==> src/rtl/cam_cfg_pkg.sv <==
// cam_cfg_pkg: shared types, delay marker and built-in sensor table for the camera init sequencer
package cam_cfg_pkg;

    typedef struct packed {
        logic [15:0] addr;
        logic [7:0]  data;
    } cfg_entry_t;

    localparam logic [15:0] DELAY_MARK = 16'hFFFF;

    typedef enum logic [3:0] {
        ST_IDLE,
        ST_PWDN,
        ST_RST,
        ST_SETTLE,
        ST_FETCH,
        ST_ISSUE,
        ST_WAIT,
        ST_DELAY,
        ST_DONE,
        ST_ERROR
    } cam_init_state_t;

    localparam int DEFAULT_LEN = 33;

    // 1280x720 RGB565 bring-up: soft reset, PLL, window/output size, RGB565 format
    localparam logic [0:DEFAULT_LEN-1][23:0] DEFAULT_TABLE = {
        24'h310311, 24'h300882, 24'hFFFF01, 24'h300842, 24'h310303, 24'h3017FF,
        24'h3018FF, 24'h30341A, 24'h303521, 24'h303669, 24'h303713, 24'h310801,
        24'h382041, 24'h382107, 24'h380000, 24'h380100, 24'h380200, 24'h3803FA,
        24'h38040A, 24'h38053F, 24'h380606, 24'h3807A9, 24'h380805, 24'h380900,
        24'h380A02, 24'h380BD0, 24'h380C07, 24'h380D64, 24'h380E02, 24'h380FE4,
        24'h430061, 24'h501F01, 24'h300802
    };

    // Entries past the real table are zero-length delays, which walk by as no-ops
    function automatic cfg_entry_t default_entry(input int idx);
        return (idx < DEFAULT_LEN) ? cfg_entry_t'(DEFAULT_TABLE[6'(idx)]) : cfg_entry_t'({DELAY_MARK, 8'h00});
    endfunction

endpackage

==> src/rtl/cam_init_sequencer_if.sv <==
// cam_init_sequencer_if: register-write request/completion handshake to the SCCB byte-write master
interface cam_init_sequencer_if;
    logic        wr_valid;
    logic        wr_ready;
    logic [15:0] wr_addr;
    logic [7:0]  wr_data;
    logic        wr_done;
    logic        wr_nack;

    modport master (output wr_valid, wr_addr, wr_data, input wr_ready, wr_done, wr_nack);
    modport slave  (input wr_valid, wr_addr, wr_data, output wr_ready, wr_done, wr_nack);
endinterface

==> src/rtl/cam_init_rom.sv <==
// cam_init_rom: synchronous-read register table, either caller-supplied or the built-in sensor table
module cam_init_rom
    import cam_cfg_pkg::*;
#(
    parameter int                        REG_COUNT = 256,
    parameter bit                        USE_TABLE = 1'b0,
    parameter logic [REG_COUNT*24-1:0]   TABLE     = '0,
    localparam int                       IW        = $clog2(REG_COUNT)
) (
    input  logic          clk,
    input  logic [IW-1:0] i_idx,
    output cfg_entry_t    o_entry
);

    cfg_entry_t r_entry;

    // Registered read: the entry for i_idx is presented one cycle later
    always_ff @(posedge clk) begin
        r_entry <= USE_TABLE ? cfg_entry_t'(TABLE[32'(i_idx) * 24 +: 24]) : default_entry(int'(i_idx));
    end

    assign o_entry = r_entry;

endmodule

==> src/rtl/cam_init_sequencer.sv <==
// cam_init_sequencer: sensor power-up timing, then register table walk over the SCCB write handshake
module cam_init_sequencer
    import cam_cfg_pkg::*;
#(
    parameter int                      REG_COUNT  = 256,
    parameter int                      T_PWDN     = 100_000,
    parameter int                      T_RST      = 100_000,
    parameter int                      T_SETTLE   = 2_000_000,
    parameter int                      DELAY_UNIT = 100_000,
    parameter int                      TIMEOUT    = 1_000_000,
    parameter int                      MAX_RETRY  = 3,
    parameter int                      AUTO_START = 1,
    parameter bit                      USE_TABLE  = 1'b0,
    parameter logic [REG_COUNT*24-1:0] TABLE      = '0,
    localparam int                     IW         = $clog2(REG_COUNT),
    localparam int                     RW         = $clog2(MAX_RETRY + 2)
) (
    input  logic                        clk,
    input  logic                        rst_n,
    input  logic                        i_start,
    output logic                        o_cam_pwdn,
    output logic                        o_cam_rst_n,
    cam_init_sequencer_if.master        bus,
    output logic                        o_busy,
    output logic                        o_cfg_done,
    output logic                        o_cfg_error,
    output logic [IW-1:0]               o_fail_index
);

    cam_init_state_t r_state, w_state_n;
    logic [31:0]     r_cnt, w_cnt_n;
    logic [IW-1:0]   r_idx, w_idx_n, r_fail, w_fail_n;
    logic [RW-1:0]   r_retry, w_retry_n;
    logic [15:0]     r_addr, w_addr_n;
    logic [7:0]      r_data, w_data_n;
    logic            r_valid, r_pwdn, r_cam_rst_n, r_busy;
    logic            r_done, w_done_n, r_err, w_err_n;
    cfg_entry_t      w_entry;
    logic            w_last, w_adv;

    cam_init_rom #(
        .REG_COUNT (REG_COUNT),
        .USE_TABLE (USE_TABLE),
        .TABLE     (TABLE)
    ) u_rom (
        .clk     (clk),
        .i_idx   (r_idx),
        .o_entry (w_entry)
    );

    assign w_last = r_idx == IW'(REG_COUNT - 1);
    assign w_adv  = (r_state == ST_WAIT && bus.wr_done && !bus.wr_nack) ||
                    (r_state == ST_DELAY && r_cnt <= 32'd1);

    // Next state, phase counter and table position; a finished write or delay advances the index
    always_comb begin
        w_state_n = r_state;
        w_cnt_n   = r_cnt;
        w_idx_n   = r_idx;
        w_retry_n = r_retry;
        w_addr_n  = r_addr;
        w_data_n  = r_data;
        w_done_n  = r_done;
        w_err_n   = r_err;
        w_fail_n  = r_fail;
        case (r_state)
            ST_IDLE, ST_DONE, ST_ERROR: begin
                if (i_start || (r_state == ST_IDLE && AUTO_START != 0)) begin
                    w_state_n = ST_PWDN;
                    w_cnt_n   = '0;
                    w_done_n  = 1'b0;
                    w_err_n   = 1'b0;
                    w_fail_n  = '0;
                end
            end
            ST_PWDN: begin
                w_cnt_n = r_cnt + 32'd1;
                if (r_cnt == 32'(T_PWDN - 1)) begin
                    w_state_n = ST_RST;
                    w_cnt_n   = '0;
                end
            end
            ST_RST: begin
                w_cnt_n = r_cnt + 32'd1;
                if (r_cnt == 32'(T_RST - 1)) begin
                    w_state_n = ST_SETTLE;
                    w_cnt_n   = '0;
                end
            end
            ST_SETTLE: begin
                w_cnt_n = r_cnt + 32'd1;
                if (r_cnt == 32'(T_SETTLE - 1)) begin
                    w_state_n = ST_FETCH;
                    w_cnt_n   = '0;
                    w_idx_n   = '0;
                    w_retry_n = '0;
                end
            end
            ST_FETCH: begin
                w_cnt_n = 32'd1;
                if (r_cnt != '0) begin
                    w_cnt_n = 32'(w_entry.data) * 32'(DELAY_UNIT);
                    if (w_entry.addr == DELAY_MARK) begin
                        w_state_n = ST_DELAY;
                    end else begin
                        w_state_n = ST_ISSUE;
                        w_addr_n  = w_entry.addr;
                        w_data_n  = w_entry.data;
                    end
                end
            end
            ST_ISSUE: begin
                if (bus.wr_ready) begin
                    w_state_n = ST_WAIT;
                    w_cnt_n   = 32'd1;
                end
            end
            ST_WAIT: begin
                w_cnt_n = r_cnt + 32'd1;
                if (bus.wr_done ? bus.wr_nack : (r_cnt == 32'(TIMEOUT - 1))) begin
                    if (r_retry == RW'(MAX_RETRY)) begin
                        w_state_n = ST_ERROR;
                        w_err_n   = 1'b1;
                        w_fail_n  = r_idx;
                    end else begin
                        w_state_n = ST_ISSUE;
                        w_retry_n = r_retry + 1'b1;
                    end
                end
            end
            ST_DELAY: w_cnt_n = r_cnt - 32'd1;
            default:  w_state_n = ST_IDLE;
        endcase
        if (w_adv) begin
            w_idx_n   = r_idx + 1'b1;
            w_retry_n = '0;
            w_cnt_n   = '0;
            w_state_n = w_last ? ST_DONE : ST_FETCH;
            w_done_n  = w_last;
        end
    end

    // State register; pins and status are decoded from the next state so every output is registered
    always_ff @(posedge clk) begin
        if (!rst_n) begin
            r_state     <= ST_IDLE;
            r_cnt       <= '0;
            r_idx       <= '0;
            r_retry     <= '0;
            r_addr      <= '0;
            r_data      <= '0;
            r_valid     <= 1'b0;
            r_pwdn      <= 1'b1;
            r_cam_rst_n <= 1'b0;
            r_busy      <= 1'b0;
            r_done      <= 1'b0;
            r_err       <= 1'b0;
            r_fail      <= '0;
        end else begin
            r_state     <= w_state_n;
            r_cnt       <= w_cnt_n;
            r_idx       <= w_idx_n;
            r_retry     <= w_retry_n;
            r_addr      <= w_addr_n;
            r_data      <= w_data_n;
            r_valid     <= w_state_n == ST_ISSUE;
            r_pwdn      <= w_state_n == ST_IDLE || w_state_n == ST_PWDN;
            r_cam_rst_n <= !(w_state_n == ST_IDLE || w_state_n == ST_PWDN || w_state_n == ST_RST);
            r_busy      <= !(w_state_n == ST_IDLE || w_state_n == ST_DONE || w_state_n == ST_ERROR);
            r_done      <= w_done_n;
            r_err       <= w_err_n;
            r_fail      <= w_fail_n;
        end
    end

    assign bus.wr_valid = r_valid;
    assign bus.wr_addr  = r_addr;
    assign bus.wr_data  = r_data;
    assign o_cam_pwdn   = r_pwdn;
    assign o_cam_rst_n  = r_cam_rst_n;
    assign o_busy       = r_busy;
    assign o_cfg_done   = r_done;
    assign o_cfg_error  = r_err;
    assign o_fail_index = r_fail;

endmodule
==> src/flat_wrapper.sv <==
// flat-port wrapper written by rule: the top's interface ports become plain ports
module cam_init_sequencer_flat import cam_cfg_pkg::*;
#(
    parameter int                      REG_COUNT  = 256,
    parameter int                      T_PWDN     = 100_000,
    parameter int                      T_RST      = 100_000,
    parameter int                      T_SETTLE   = 2_000_000,
    parameter int                      DELAY_UNIT = 100_000,
    parameter int                      TIMEOUT    = 1_000_000,
    parameter int                      MAX_RETRY  = 3,
    parameter int                      AUTO_START = 1,
    parameter bit                      USE_TABLE  = 1'b0,
    parameter logic [REG_COUNT*24-1:0] TABLE      = '0,
    localparam int                     IW         = $clog2(REG_COUNT),
    localparam int                     RW         = $clog2(MAX_RETRY + 2)
)
  (clk, rst_n, i_start, o_cam_pwdn, o_cam_rst_n, o_busy, o_cfg_done, o_cfg_error, o_fail_index, bus_wr_valid, bus_wr_addr, bus_wr_data, bus_wr_ready, bus_wr_done, bus_wr_nack);
  cam_init_sequencer_if bus_i ();
  input  logic clk;
  input  logic rst_n;
  input  logic i_start;
  output logic o_cam_pwdn;
  output logic o_cam_rst_n;
  output logic o_busy;
  output logic o_cfg_done;
  output logic o_cfg_error;
  output logic [IW-1:0] o_fail_index;
  output wire logic [$bits(bus_i.wr_valid)-1:0] bus_wr_valid;
  output wire logic [$bits(bus_i.wr_addr)-1:0] bus_wr_addr;
  output wire logic [$bits(bus_i.wr_data)-1:0] bus_wr_data;
  input wire logic [$bits(bus_i.wr_ready)-1:0] bus_wr_ready;
  input wire logic [$bits(bus_i.wr_done)-1:0] bus_wr_done;
  input wire logic [$bits(bus_i.wr_nack)-1:0] bus_wr_nack;
  assign bus_wr_valid = bus_i.wr_valid;
  assign bus_wr_addr = bus_i.wr_addr;
  assign bus_wr_data = bus_i.wr_data;
  assign bus_i.wr_ready = bus_wr_ready;
  assign bus_i.wr_done = bus_wr_done;
  assign bus_i.wr_nack = bus_wr_nack;
  cam_init_sequencer #(.REG_COUNT(REG_COUNT), .T_PWDN(T_PWDN), .T_RST(T_RST), .T_SETTLE(T_SETTLE), .DELAY_UNIT(DELAY_UNIT), .TIMEOUT(TIMEOUT), .MAX_RETRY(MAX_RETRY), .AUTO_START(AUTO_START), .USE_TABLE(USE_TABLE), .TABLE(TABLE)) u_core (.clk(clk), .rst_n(rst_n), .i_start(i_start), .o_cam_pwdn(o_cam_pwdn), .o_cam_rst_n(o_cam_rst_n), .bus(bus_i), .o_busy(o_busy), .o_cfg_done(o_cfg_done), .o_cfg_error(o_cfg_error), .o_fail_index(o_fail_index));
endmodule
==> config.mk <==
export PLATFORM = sky130hd
export DESIGN_NAME = cam_init_sequencer_flat
export DESIGN_NICKNAME = d
export VERILOG_FILES = /design/src/rtl/cam_cfg_pkg.sv /design/src/rtl/cam_init_sequencer_if.sv /design/src/rtl/cam_init_rom.sv /design/src/rtl/cam_init_sequencer.sv /design/src/flat_wrapper.sv
export SDC_FILE = /design/constraint.sdc
export NUM_CORES = 1
export LEC_CHECK = 0
export CAP_MARGIN = 30
export CELL_PAD_IN_SITES_DETAIL_PLACEMENT = 1
export CELL_PAD_IN_SITES_GLOBAL_PLACEMENT = 1
export CORE_ASPECT_RATIO = 0.6
export CORE_MARGIN = 8
export CORE_UTILIZATION = 50
export DETAILED_ROUTE_END_ITERATION = 12
export PLACE_DENSITY_LB_ADDON = 0.1
export SYNTH_ARGS = -nofsm -noshare
export SYNTH_HDL_FRONTEND = slang
export SYNTH_SLANG_ARGS = --single-unit
==> constraint.sdc <==
create_clock -name clk -period 7.94 [get_ports clk]
set_clock_uncertainty 0.1 [all_clocks]
set_input_delay 1.191 -clock clk [delete_from_list [all_inputs] [get_ports clk]]
set_output_delay 1.191 -clock clk [all_outputs]
set_load 0.01 [all_outputs]
Yosys cells after proc, flatten, opt, wreduce, memory -nomap -nowiden
Memories as Yosys holds them, arrays and structs flattened. A register that Yosys moved wholly into a read port is not among the register bits.
Index checks and enable logic that the tools add are counted.
Storage, ports and cells
  memory bits (writable): 0
  flip-flop bits (word level): 85
  output and inout bits: 38
  memories kept: 1
  memory bits (read-only): 1536
  latch bits: 0
Memories
  (name not given): depth 64, width 24, rd ports 1, clocked after memory_dff 1, write ports 0, RTL line cam_cfg_pkg.sv:38  | return (idx < DEFAULT_LEN) ? cfg_entry_t'(DEFAULT_TABLE[6'(idx)]) : cfg_entry_t'({DELAY_MARK, 8'h00});
Operators by class
  shift-type cells: 0
  multipliers: 1
  mux-type cells: 36
  divide/modulo/power cells: 0
  add/subtract/negate cells: 4
  $lt $le $gt $ge: 2
  eq/ne operators: 26
  reductions and logical operators: 32
  bitwise gates (word level): 3
Operator list (number)
  32-bit one-hot mux with 7 select lines: 1
  32-bit two-way mux: 4
  8-bit two-way mux: 6
  4-bit two-way mux: 10
  32-bit by 1-bit adder with 32-bit output (second input constant): 1
  32-bit by 17-bit == test with 1-bit output (second input constant): 1
  32-bit by 20-bit == test with 1-bit output (second input constant): 1
  32-bit by 21-bit == test with 1-bit output (second input constant): 1
  32-bit by 1-bit less-or-equal comparator with 1-bit output (second input constant): 1
  4-bit one-hot mux with 8 select lines: 1
  32-bit nonzero test: 1
  32-bit by 1-bit subtractor with 32-bit output (second input constant): 1
  25-bit two-way mux: 1
  4-bit by 3-bit == test with 1-bit output (second input constant): 5
  8-bit by 12-bit multiplier with 20-bit output (second input constant): 1
  16-bit == test (second input constant): 1
  4-bit == test (second input constant): 4
  8-bit one-hot mux with 2 select lines: 1
  4-bit by 2-bit == test with 1-bit output (second input constant): 3
  2-bit nonzero test: 6
  3-bit two-way mux: 3
  8-bit by 1-bit adder with 8-bit output (second input constant): 1
  4-bit by 1-bit == test with 1-bit output (second input constant): 2
  8-bit == test (second input constant): 1
  other kinds (21): 46

Longest topological paths before layout
  depth in word-level cells: 9
  mapped depth: 14

Modules after synthesis
A second synthesis with hierarchy kept.
Unflattened totals
  cell total of the unflattened synthesis: 997
  area, all modules: 7957.6 µm²
Modules (own cells, without submodules)
  cam_init_sequencer: times used 1, seq. area each 1701.6 µm², area an instance 6531.3 µm², cells an instance 823
  cam_init_rom: times used 1, seq. area each 420.4 µm², area an instance 1426.4 µm², cells an instance 174

Least setup slack after synthesis
Ideal clock, no wire load.
  kind: register -> register
  start: register u_core.u_rom.o_entry[2] (netlist name)
  end: register u_core.r_cnt[23]
  data required time: 7.720 ns
  buffers on the path: 0
  arrival time: 3.907 ns
  slack: 3.813 ns
  library setup time: 0.120 ns
  clock period less this slack: 4.127 ns
  stages on the path, launching flop included: 15
  cell sequence: dfxtp_1 ha_1 ha_1 inv_1 fa_1 inv_1 fa_1 ha_1 a211oi_1 o21a_1 o31ai_1 a2111oi_0 o31a_1 nor3_1 a211o_1
Between the ends
  word-level cells in the longest chain between the ends: 3
Ends and longest elaborated chain
  8-bit by 12-bit multiplier with 20-bit output: RTL line cam_init_sequencer.sv:102  | w_cnt_n = 32'(w_entry.data) * 32'(DELAY_UNIT);
  25-bit two-way mux: RTL line cam_init_sequencer.sv:101  | if (r_cnt != '0) begin
  32-bit one-hot mux with 7 select lines: RTL line cam_init_sequencer.sv:66  | case (r_state)
  end signal, assigned: RTL line cam_init_sequencer.sv:161  | r_cnt <= w_cnt_n;
  end, declared: RTL line cam_init_sequencer.sv:31  | logic [31:0] r_cnt, w_cnt_n;
Every way passes these cells.
A chain may end at the register's enable or synchronous reset.

Worst setup path in the final report
  start: register u_core.u_rom.o_entry[2] (netlist name)
  end: register u_core.r_cnt[23]
Between the ends
  word-level cells in the longest chain between the ends: 3
Ends and longest elaborated chain (RTL line)
  8-bit by 12-bit multiplier with 20-bit output: cam_init_sequencer.sv:102
  25-bit two-way mux: cam_init_sequencer.sv:101
  32-bit one-hot mux with 7 select lines: cam_init_sequencer.sv:66
Every way passes these cells.

==> results list <==
* Width of the chip: 178 um
- In the final layout, flip-flops and latches occupy 0.00206 sq mm.
* Path class of the lowest-slack min-delay path: reg -> reg
- For this configuration, the core starts out at a cell density of 0.513.
- The tightest hold path in the finished design has a slack of 0.428 ns.
* Number of synthesized flops with an enable pin: 0
* Most used flip-flop cell after synthesis: dfxtp_1
- Number of hold violations in the final report: 0
- The tool flagged a number of max-cap violations equal to 0.
- Across all register-to-register paths, the minimum setup slack is 3.18 ns.
* Setup repair after global routing missed its margin: no
- H-tree depth: 3
- Status: finished, final reports clean
* Overall overflow remaining after global route: 0
* Clock tree root buffer cell: clkbuf_16
* Largest net degree at the start of global routing: 45
- For the pin with the worst max-slew slack, the measured transition is 1.00 ns.
* Biggest area contributors in the synthesized netlist: dfxtp_1, ha_1, a21oi_1, mux2i_1, nand2_1
- Area after DPL: 0.00836 sq mm
* Hold path cells: 2
- The critical path goes through ha_1 > ha_1 > inv_1 > fa_1 > inv_1 > fa_1 > ha_1 > a211oi_1 > o21a_1 > o31ai_1 > a2111oi_0 > o31a_1 > nor3_1 > a211o_1.
- Clock Pin Slew Worst Setup and Hold Paths: 0.08 ns
- Distinct cell type count after synthesis: 73
* Crit-path leading delay family: adder cells
* Routed length per placed instance: 22.1 um
- Yosys reg bits: 103
- Sinks on the clock net: 103
- The number of gates resized after CTS was 0.
* Clock network latency to the later pin of the worst-skew pair: 0.36 ns
- Wire length after detailed routing: 26.2 mm
- Summed over all instances, the cell type with the most area after synthesis is dfxtp_1.
- Highest Clock Rate: 210 MHz
- The floorplan step defined a die boundary enclosing 0.0202 sq mm.
* Startpoint of the most critical register-to-register path: u_core.u_rom.o_entry[2]$_SDFF_PP0_
- Post-route setup TNS: 0 ns
- In this run the count of I/O pins placed on the die edge is 44.
* Vias after detailed routing: 7946
- Power per standard cell area: 121 mW/mm^2
- Drt first-iter violations: 869
- The count of nets left with antenna violations once routing finished came out at 0.
- Async set-or-reset flop fraction in the synthesized netlist: 0
- Setup violations remaining at the end of the flow were counted as 0.
- Cell with the biggest individual delay on the critical path: a2111oi_0
* Vias in the first global route: 7683
- In this design, the stage delay of the slowest critical-path cell is 0.71 ns.
- Data on the critical path arrives at its endpoint at 4.91 ns.
- The floorplan step set the die height to 113 um.
- For this run, the number of Yosys warnings is 0.
* 1st-pass router iterations: 5
- Clock Path Buffers: 2
* Setup crit end kind: flop
- After floorplanning, the core was divided into 35 placement rows.
- Mean area per synthesized cell: 7.97 sq um
* IO Port Bufs: 43
* Synthesized area: 0.00789 sq mm
- The number of max-slew violations in the final report is 0.
* Combined area of the multi-input logic cells: 0.00542 sq mm
- The number of cells on the worst reg-to-reg path is 14.
- From synthesis to final layout, the design area changed by 10.2%.
- The critical path contains buffers and inverters numbering 2 combined.
- TritonCTS built the clock tree.
- Of the cells placed in the final design, the portion with a size suffix greater than 1 is 0.0528.
- Number of clock buffers inserted by TritonCTS: 9
* Critical Path Start Type: flop
* Max IR drop VDD: 0.112 mV
- CP most frequent cell: ha_1
- In the final design database the tool counted 1067 nets.
- In this run the worst path has a maximum fanout of 5.
- Power consumption: 1.05 mW
* FF-to-FF End: u_core.r_cnt[23]$_SDFFE_PP0P_
- Top cell type's share of synthesized area: 0.261
* Placer congestion estimate: 0.915
- The first global-routing pass estimated 41.8 mm of wire.
* Overall track demand over capacity in global routing: 0.254
- Total setup buffers inserted after CTS: 0
- Required time of the worst setup path: 8.09 ns
- After filler insertion, the fill cell instance count of the layout stands at 1861.
- Sequential share of the synthesized area: 0.261
- After legalization and detailed placement, the total HPWL measured 19.4 mm.
- For this design the static power due to leakage is 3.40 nW.
- Post-detailed-route DRC marker count: 0
* Gate count of the mapped netlist: 989
* Ant diodes: 0
- The startpoint identified for the worst hold timing path is u_core.bus.wr_addr[8]$_SDFFE_PN0P_.
- Post-Synthesis Net Count: 1076
- The smallest clock period supported by the final layout is computed as 4.76 ns.
* Hold-fix buffers, CTS: 0
- Initial antenna violation count: 0
- Mean number of vias per cell: 6.69
- Headroom to the max-slew limit: 0.328
- Worst hold endpoint: u_core.bus.wr_addr[8]$_SDFFE_PN0P_
- Total non-filler cell area in the finished layout: 0.00869 sq mm
- Crit Path Category: reg -> reg
- In the finished design, the share of the clock period the worst path needs comes to 0.600.
- Core area: 0.0154 sq mm
[cell families after synthesis]
kind of cell               count (synthesis)  synth area share
DFF                                      103             0.261
adders and majority gates                 81             0.140
xor gates and xnor gates                  21            0.0233
muxes                                     30            0.0382
buffers and inverters                    104            0.0520
and+or+nand+nor                          384             0.260
AOI/OAI and AO/OA                        266             0.225
[worst reg2reg max path, stage by stage (launching register included)]
cell and delay, ns:
dfxtp_1 0.48, ha_1 0.31, ha_1 0.28, inv_1 0.05
fa_1 0.50, inv_1 0.07, fa_1 0.48, ha_1 0.39
a211oi_1 0.39, o21a_1 0.23, o31ai_1 0.12, a2111oi_0 0.71
o31a_1 0.26, nor3_1 0.05, a211o_1 0.23
[Yosys cell counts (15+ instances only)]
cell / number
dfxtp_1: 103
nand2_1: 73
nor2_1: 72
a21oi_1: 69
ha_1: 69
clkbuf_1: 65
o21ai_0: 53
nor2b_1: 36
nor3_1: 34
nand3_1: 33
mux2i_1: 29
inv_1: 23
nand4_1: 19
nor4_1: 18
and2_1: 16
xnor2_1: 15
[per-stage QoR]
step | utilization | instances | worst slack, ns
3_3_place_gp | 0.544 | 1169 | 3.47
4_1_cts | 0.564 | 1186 | 3.19
3_5_place_dp | 0.544 | 1170 | 3.30
5_1_grt | 0.565 | 1188 | 2.94
6_report | 0.565 | 1188 | 3.18
2_1_floorplan | - | 989 | 3.81
[routing by layer]
metal  wire (um)  GRT usage
met1       12500      0.366
met2       11100      0.372
met3        2360     0.0639
met4         330     0.0581
met5           0          0
[area by class of cell]
class	count	area share
Clock buffer	9	0.0259
Clock inverter	7	0.00994
Inverter	25	0.0108
Multi-Input combinational cell	782	0.624
Sequential cell	103	0.237
Tap cell	203	0.0292
Timing Repair Buffer	59	0.0628
[registers in the layout, indices dropped and copies added, names as in the netlist, 3 cells and up]
| name | count |
|---|---|
| u_core.bus.wr_addr | 13 |
| u_core.bus.wr_data | 8 |
| u_core.o_fail_index | 8 |
| u_core.r_cnt | 32 |
| u_core.r_idx | 8 |
| u_core.r_retry | 3 |
| u_core.r_state | 4 |
| u_core.u_rom.o_entry | 21 |
[where the power goes]
part / switching [mW] / internal [mW] / total [mW]
registers: 0.00372 / 0.517 / 0.521
clock network: 0.238 / 0.227 / 0.466
logic: 0.0439 / 0.0221 / 0.0660
total: 0.286 / 0.767 / 1.05
[cell usage in the layout (no fill, tap or decap), types with 33 or more instances in the layout]
cell and n:
dfxtp_1 103, nand2_1 73, nor2_1 71, a21oi_1 69
ha_1 69, o21ai_0 53, clkdlybuf4s50_1 43, nor2b_1 36
nand3_1 33, nor3_1 33
[how the worst max path moves through the flow]
| stage | start | to | slack [ns] | depth (start not counted) |
|---|---|---|---|---|
| after floorplan | u_core.u_rom.o_entry[2]$_SDFF_PP0_ | u_core.r_cnt[23]$_SDFFE_PP0P_ | 3.81 | 14 |
| after global placement | u_core.u_rom.o_entry[2]$_SDFF_PP0_ | u_core.r_cnt[23]$_SDFFE_PP0P_ | 3.47 | 14 |
| after detailed placement | u_core.u_rom.o_entry[2]$_SDFF_PP0_ | u_core.r_cnt[23]$_SDFFE_PP0P_ | 3.30 | 14 |
| after CTS | u_core.u_rom.o_entry[2]$_SDFF_PP0_ | u_core.r_cnt[23]$_SDFFE_PP0P_ | 3.19 | 14 |
| after global routing | u_core.u_rom.o_entry[2]$_SDFF_PP0_ | u_core.r_cnt[23]$_SDFFE_PP0P_ | 2.94 | 14 |
| final | u_core.u_rom.o_entry[2]$_SDFF_PP0_ | u_core.r_cnt[23]$_SDFFE_PP0P_ | 3.18 | 14 |
(Power assumes the default switching activity.)
